$ cat src/rtl/axilite_pkg.sv
// Shared AXI-lite definitions: B-channel response codes, the 2-bit response
// type and the write-controller state encoding.
package axilite_pkg;

    typedef logic [1:0] resp_t;

    localparam resp_t RESP_OKAY   = 2'd0;
    localparam resp_t RESP_EXOKAY = 2'd1;
    localparam resp_t RESP_SLVERR = 2'd2;
    localparam resp_t RESP_DECERR = 2'd3;

    // 2'd3 is unused and recovers to IDLE
    typedef enum logic [1:0] {
        IDLE      = 2'd0,
        ADDR_HELD = 2'd1,
        RESP      = 2'd2
    } wr_state_t;

endpackage

$ cat src/rtl/axilite_csr_write_ctrl.sv
// AXI-lite write-channel controller: accepts AW, holds the address toward the
// CSR data stage, collects its response pulse (or times out with SLVERR) and
// drives the B channel until bready. One outstanding write at a time.
module axilite_csr_write_ctrl
    import axilite_pkg::*;
#(
    parameter int unsigned ADDR_SIZE      = 32,
    parameter int unsigned TIMEOUT_CYCLES = 256,
    parameter int unsigned CNT_WIDTH      = 16,
    parameter resp_t       RESP_OKAY      = axilite_pkg::RESP_OKAY,
    parameter resp_t       RESP_EXOKAY    = axilite_pkg::RESP_EXOKAY,
    parameter resp_t       RESP_SLVERR    = axilite_pkg::RESP_SLVERR,
    parameter resp_t       RESP_DECERR    = axilite_pkg::RESP_DECERR
) (
    input  logic                 clk,
    input  logic                 rst,
    input  logic [ADDR_SIZE-1:0] awaddr,
    input  logic                 awvalid,
    output logic                 awready,
    output logic [ADDR_SIZE-1:0] addr,
    output logic                 addr_good,
    input  logic [1:0]           resp_in,
    input  logic                 resp_valid_in,
    output logic [1:0]           bresp,
    output logic                 bvalid,
    input  logic                 bready,
    output logic [CNT_WIDTH-1:0] wr_count,
    output logic [CNT_WIDTH-1:0] err_count
);

    // A zero timeout keeps a 1-bit counter that is never advanced.
    localparam int unsigned TO_W    = (TIMEOUT_CYCLES > 0) ? $clog2(TIMEOUT_CYCLES + 1) : 1;
    localparam int unsigned TO_LAST = (TIMEOUT_CYCLES > 0) ? TIMEOUT_CYCLES - 1 : 0;

    wr_state_t       state;
    logic [TO_W-1:0] to_cnt;

    // Single registered FSM: AW accept, response/timeout collection, B handshake.
    always_ff @(posedge clk) begin
        if (rst) begin
            state     <= IDLE;
            awready   <= 1'b0;
            addr      <= '0;
            addr_good <= 1'b0;
            bresp     <= RESP_OKAY;
            bvalid    <= 1'b0;
            wr_count  <= '0;
            err_count <= '0;
            to_cnt    <= '0;
        end else begin
            case (state)
                IDLE: begin
                    if (awvalid && awready) begin
                        addr      <= awaddr;
                        addr_good <= 1'b1;
                        awready   <= 1'b0;
                        to_cnt    <= '0;
                        state     <= ADDR_HELD;
                    end else begin
                        // Raises awready the first cycle after reset or recovery.
                        awready <= 1'b1;
                    end
                end

                ADDR_HELD: begin
                    // The data-stage response takes priority over a coincident timeout.
                    if (resp_valid_in) begin
                        bresp     <= resp_in;
                        bvalid    <= 1'b1;
                        addr_good <= 1'b0;
                        state     <= RESP;
                    end else if (TIMEOUT_CYCLES != 0) begin
                        if (to_cnt == TO_W'(TO_LAST)) begin
                            bresp     <= RESP_SLVERR;
                            bvalid    <= 1'b1;
                            addr_good <= 1'b0;
                            state     <= RESP;
                        end else begin
                            to_cnt <= to_cnt + TO_W'(1);
                        end
                    end
                end

                RESP: begin
                    if (bvalid && bready) begin
                        bvalid   <= 1'b0;
                        wr_count <= wr_count + CNT_WIDTH'(1);
                        if (bresp != RESP_OKAY) begin
                            err_count <= err_count + CNT_WIDTH'(1);
                        end
                        awready <= 1'b1;
                        state   <= IDLE;
                    end
                end

                default: begin
                    state     <= IDLE;
                    awready   <= 1'b0;
                    bvalid    <= 1'b0;
                    addr_good <= 1'b0;
                end
            endcase
        end
    end

endmodule

$ cat config.mk
export PLATFORM = sky130hd
export DESIGN_NAME = axilite_csr_write_ctrl
export DESIGN_NICKNAME = d
export VERILOG_FILES = /design/src/rtl/axilite_pkg.sv /design/src/rtl/axilite_csr_write_ctrl.sv
export SDC_FILE = /design/constraint.sdc
export NUM_CORES = 1
export LEC_CHECK = 0
export CORE_MARGIN = 10
export CORE_UTILIZATION = 40
export DETAILED_ROUTE_END_ITERATION = 10
export GPL_TIMING_DRIVEN = 1
export PLACE_DENSITY = 0.7
export SLEW_MARGIN = 20
export SYNTH_ARGS = -nofsm -noshare
export SYNTH_HDL_FRONTEND = slang
export SYNTH_SLANG_ARGS = --single-unit
$ cat constraint.sdc
create_clock -name clk -period 3.09 [get_ports clk]
set_clock_uncertainty 0.15 [all_clocks]
set_input_delay 0.309 -clock clk [delete_from_list [all_inputs] [get_ports clk]]
set_output_delay 0.309 -clock clk [all_outputs]
set_load 0.05 [all_outputs]
==> results of run 1 <==
-- final timing paths --
kind                                start        end  slack [ps]  depth (start not counted)
worst max-delay path            to_cnt[0]  to_cnt[5]         620                          8
worst min-delay path                  rst  to_cnt[0]         210                          2
worst max register to register  to_cnt[0]  to_cnt[5]         620                          8
worst min register to register   addr[25]   addr[25]         310                          2
-- sequential cells by signal, indices dropped and copies added, names as in the netlist --
| name | flops |
|---|---|
| addr | 32 |
| addr_good | 1 |
| awready | 1 |
| bresp | 2 |
| bvalid | 1 |
| err_count | 16 |
| state | 2 |
| to_cnt | 9 |
| wr_count | 16 |
-- cell usage after synthesis, types with 2 or more instances --
library cell | number | area (um^2)
mux2i_1 | 2 | 20.0
ha_1 | 4 | 50.1
nor4_1 | 5 | 31.3
and3_1 | 2 | 12.5
o21ai_0 | 12 | 60.1
xnor2_1 | 15 | 131
clkbuf_1 | 17 | 63.8
xor2_1 | 7 | 61.3
nand2_1 | 86 | 323
or4_1 | 5 | 37.5
inv_1 | 6 | 22.5
a211oi_1 | 3 | 22.5
nand4_1 | 8 | 50.1
nor2_1 | 34 | 128
a21oi_1 | 56 | 280
nor3_1 | 7 | 35.0
or2_2 | 2 | 12.5
nand4b_1 | 2 | 17.5
nor2b_1 | 2 | 12.5
nand3_1 | 12 | 60.1
nand2b_1 | 3 | 18.8
or3_1 | 10 | 62.6
o31ai_1 | 3 | 22.5
dfxtp_1 | 80 | 1600
and4_1 | 2 | 17.5
-- cells by family (layout without fill, tap and decap cells) --
logic type / after synthesis / in the layout
buffers and inverters: 25 / 133
and+or+nand+nor: 187 / 187
DFF: 80 / 80
adders and majority gates: 4 / 4
xor gates and xnor gates: 22 / 22
AOI/OAI and AO/OA: 81 / 81
muxes: 2 / 2
-- layout make-up --
| class | count | area, um^2 | area share |
|---|---|---|---|
| multi-input combinational | 296 | 1600 | 0.344 |
| clock inverter | 6 | 83.8 | 0.0180 |
| timing repair buffer | 111 | 1100 | 0.235 |
| clock buffer | 10 | 128 | 0.0273 |
| inverter | 6 | 22.5 | 0.00483 |
| tap | 105 | 131 | 0.0282 |
| sequential | 80 | 1600 | 0.343 |
-- metrics by stage --
stage | power [mW] | worst slack (ps)
final | 2.21 | 620
after global routing | 2.31 | 467
after CTS | 2.24 | 619
after detailed placement | 1.41 | 551
after global placement | 1.41 | 587
after floorplan | 1.28 | 785
-- report_power, final --
group          total [mW]  internal (mW)  leakage, nW  switching (mW)
combinational       0.305          0.118        0.838           0.187
clock               0.828          0.453        0.110           0.376
sequential           1.08           1.06        0.648          0.0221
total                2.21           1.63         1.60           0.584
-- metal layers --
metal | GRT usage | share of wire | wire (um)
met3 | 0.0373 | 0.057 | 514
met4 | 0.0573 | 0.016 | 148
met1 | 0.175 | 0.45 | 4050
met5 | 0 | 0 | 0
met2 | 0.236 | 0.48 | 4260
-- worst max-delay path, cell delays in order, from the launching register on --
cell and delay [ps]:
dfxtp_1 340, ha_1 240, nand3_1 90, nor2_1 50, ha_1 180, or3b_1 450, a21o_1 260, or4_1 490
a21oi_1 150
==> results_dict.tcl, run 1 <==
set metrics [dict create \
    overflow 0 \
    cts_max_level 3 \
    drc 0 \
    critPathMaxFanout 8 \
    io_buffers 107 \
    clock-sinks 80 \
    synth_top_flop_cell "dfxtp_1" \
    crit_type "reg2reg" \
    wirelength_mm 8.97 \
    syn_to_final_growth_pct 41.6 \
    tightestPinTransition_ps 545 \
    drtIter0Drc 136 \
    ys_types 41 \
    synth_top_family_by_area "simple AND/OR/NAND/NOR gates" \
    grt_max_degree 35 \
    netlist_instances 401 \
    core_area_mm2 0.00813 \
    post_cts_buffers 0 \
    tns_ps 0 \
    p_per_area_mw_per_mm2 475 \
    design_area_mm2 0.00467 \
    root_buffer "clkbuf_8" \
    grt_setup_unrepaired "no" \
    grt_pass1_vias 2893 \
    hpwl_mm 6.60 \
    worstSetupEndpointType "register" \
    die_h_um 111 \
    drt_first_pass_iters 4 \
    antenna_left 0 \
    fmax_mhz 405 \
    grt_pass1_wl_mm 15.0 \
    drv_cap 0 \
    via_per_inst 5.02 \
    cts.path.max_buffers 2 \
    rows 33 \
    cts_buffers 9 \
    hp-class "in2reg" \
    ys_warn_count 0 \
    slew_viol_final 0 \
    worst_hold_slack_ps 208 \
    synth_area_mm2 0.00330 \
    post_cts_resized 0 \
    avgSynthCellArea_um2 8.22 \
    initial_core_util 0.405 \
    fin_crit_ps 2470 \
    synth-async-reset-ratio 0 \
    relSlewSlack 0.634 \
    ir_drop_uv 248 \
    synth-simple-area-share 0.271 \
    status "completed" \
    synth-compound-area-share 0.134 \
    syn_nets 444 \
    p_leak_nw 1.60 \
    place_area_mm2 0.00446 \
    cts_tree "done" \
    io_pins 108 \
    synth-seq-cells 80 \
    finalHoldViolCount 0 \
    gp_congestion 0.751 \
    dieWidth_um 111 \
    routedWlPerCell_um 14.6 \
    dp.cells 598 \
    setup_viol 0 \
    grt_antenna_before_repair 0 \
    grt_use_total 0.144 \
    yosys.area_share.xor_xnor 0.0585 \
    drive_above_1_share 0.0511 \
    post-route-util 0.574 \
    synth_fa_ha_area_frac 0.0152 \
    layoutNonFillerInstCount 614 \
    min_period_over_period 0.799 \
    worstSkewPairLatency_ps 340 \
    seq_area_frac_synth 0.486 \
    fill_cells 750 \
    arrival_ps 2600 \
    synth.area.mux_share 0.00607 \
    vias 3083 \
    mostFrequentLayoutCell "clkdlybuf4s50_1" \
    crit_path_start_kind "register" \
    cts_hold_buffers 0 \
    final_cell_mix "clkdlybuf4s50_1 (106), nand2_1 (86), dfxtp_1 (80)" \
    synth-edff-count 0 \
    cp.required_ps 3220 \
    nets 547 \
    die-area_mm2 0.0123 \
    path_clk_slew_ps 80 \
    antenna_cells 0 \
]
Power figures use the tool's default switching activity.
==> run 2, diff against run 1 <==
--- a/config.mk
+++ b/config.mk
@@ -9,7 +9,7 @@
 export CORE_UTILIZATION = 40
 export DETAILED_ROUTE_END_ITERATION = 10
 export GPL_TIMING_DRIVEN = 1
-export PLACE_DENSITY = 0.7
+export PLACE_DENSITY = 0.73
 export SLEW_MARGIN = 20
 export SYNTH_ARGS = -nofsm -noshare
 export SYNTH_HDL_FRONTEND = slang
==> constraint.sdc (replaced) <==
create_clock -name clk -period 2.2 [get_ports clk]
set_clock_uncertainty 0.15 [all_clocks]
set_input_delay 0.22 -clock clk [delete_from_list [all_inputs] [get_ports clk]]
set_output_delay 0.22 -clock clk [all_outputs]
set_load 0.05 [all_outputs]
==> run 2 against run 1 <==
Global-route usage increased by 0.42 points. Highest routed layer unchanged. Count of clock-buffer cells in the layout rose by 1. Largest cell class unchanged. Largest power group unchanged. Setup slack worse by 610 ps.
==> results_dict.tcl, run 2 (synthesis gave the netlist of run 1 again) <==
set metrics [dict create \
    tns_ps 0 \
    hp-class "in2reg" \
    grt_pass1_vias 3205 \
    initial_core_util 0.405 \
    slew_viol_final 0 \
    min_period_over_period 0.995 \
    nets 570 \
    arrival_ps 2330 \
    grt_use_total 0.148 \
    crit_path_start_kind "register" \
    ir_drop_uv 392 \
    gp_congestion 0.793 \
    critPathMaxFanout 5 \
    io_buffers 107 \
    drc 0 \
    crit_type "reg2reg" \
    path_clk_slew_ps 90 \
    rows 33 \
    fin_ws_ps 10.9 \
    routedWlPerCell_um 14.8 \
    multi_input_area_mm2 0.00164 \
    wirelength_mm 9.44 \
    dieWidth_um 111 \
    worstSetupEndpointType "register" \
    design_area_mm2 0.00490 \
    slowest_stage "or4_4" \
    tightestPinTransition_ps 537 \
    grt_pass1_wl_mm 15.5 \
    cts.path.max_buffers 2 \
    p_leak_nw 1.72 \
    top_register "addr" \
    finalHoldViolCount 0 \
    p_per_area_mw_per_mm2 661 \
    die_h_um 111 \
    core_area_mm2 0.00813 \
    cts_tree "done" \
    mostFrequentLayoutCell "clkdlybuf4s50_1" \
    antenna_cells 0 \
    relSlewSlack 0.641 \
    dp_slack_ps -63.0 \
    grt_setup_unrepaired "yes" \
    clock-sinks 80 \
    root_buffer "clkbuf_8" \
    syn_to_final_growth_pct 48.8 \
    cts_hold_buffers 0 \
    layoutNonFillerInstCount 637 \
    cp.required_ps 2340 \
    fill_cells 687 \
    max_stage_delay_ps 500 \
    dp.cells 620 \
    io_pins 108 \
    antenna_left 0 \
    final_cell_mix "clkdlybuf4s50_1 (106), nand2_1 (86), dfxtp_1 (76)" \
    cts_buffers 9 \
    place_area_mm2 0.00463 \
    grt_max_degree 34 \
    fmax_mhz 457 \
    die-area_mm2 0.0123 \
    setup_viol 0 \
    status "completed" \
    vias 3251 \
    drive_above_1_share 0.115 \
    largest_reg_flops 32 \
    grt_antenna_before_repair 0 \
    fin_crit_ps 2190 \
    hpwl_mm 6.87 \
    regArea_mm2 0.00161 \
    crit_chain "ha_4 > nand3_2 > nor2_1 > ha_2 > or3b_4 > a21o_1 > or4_4 > a21oi_2" \
    drv_cap 0 \
    drtIter0Drc 93 \
    via_per_inst 5.10 \
    worstSkewPairLatency_ps 350 \
    reg.largest.list "addr (32), err_count (16), wr_count (16)" \
    drt_first_pass_iters 4 \
    overflow 0 \
    cts_max_level 3 \
]
## run 2: cell count changes in the layout (fill, tap and decap cells not counted), moves of 3 or more
cell	delta
clkinv_2	-3
buf_4	+23
dfxtp_1	-4
dfxtp_2	+4
## run 2: final cells by class
class | count | share of cell area
repair buffers | 134 | 0.259
clock buffers | 11 | 0.0309
flip-flops and latches | 80 | 0.328
clock inverters | 5 | 0.0176
inverters | 6 | 0.00459
well taps | 105 | 0.0268
multi-input cells | 296 | 0.334
## run 2: power breakdown
part           leakage [nW]  switching [mW]  internal (mW)  total [mW]
clock network         0.121           0.562          0.712        1.27
registers             0.650          0.0262           1.49        1.51
logic                 0.953           0.276          0.180       0.456
## run 2: per-layer routing
layer | vias to the layer above | wire length, um | track usage
li1 | 1634 | - | -
met1 | 1494 | 4160 | 0.177
met5 | - | 0 | 0
met2 | 107 | 4210 | 0.226
met4 | 0 | 193 | 0.0616
met3 | 16 | 871 | 0.0655
## run 2: what timing repair did
action	in CTS	in global routing
setup endpoints to repair	3	5
pin swaps	3	3
gates resized for setup	5	3
setup buffers	1	0
## run 2: path summary, 6_finish.rpt
path                                start            to  slack (ps)  cells past startpoint
worst max-delay path            to_cnt[1]     to_cnt[5]          10                      8
worst min-delay path                  rst  err_count[6]         150                      2
worst max register to register  to_cnt[1]     to_cnt[5]          10                      8
worst min register to register   addr[30]      addr[30]         300                      2
## run 2: metrics by stage
stage	hold slack (ps)	power (mW)	utilization
floorplan	206	1.80	-
global placement	291	2.00	0.569
detailed placement	297	2.00	0.569
CTS	135	3.27	0.602
global route	141	3.39	0.603
finish	148	3.24	0.603
## run 2: worst max-delay path: cells and delay by family, from the launching register on
family	cells	cell delay, ps
compound gates	2	330
fa+ha+maj	2	330
flops	1	350
simple gates	4	970
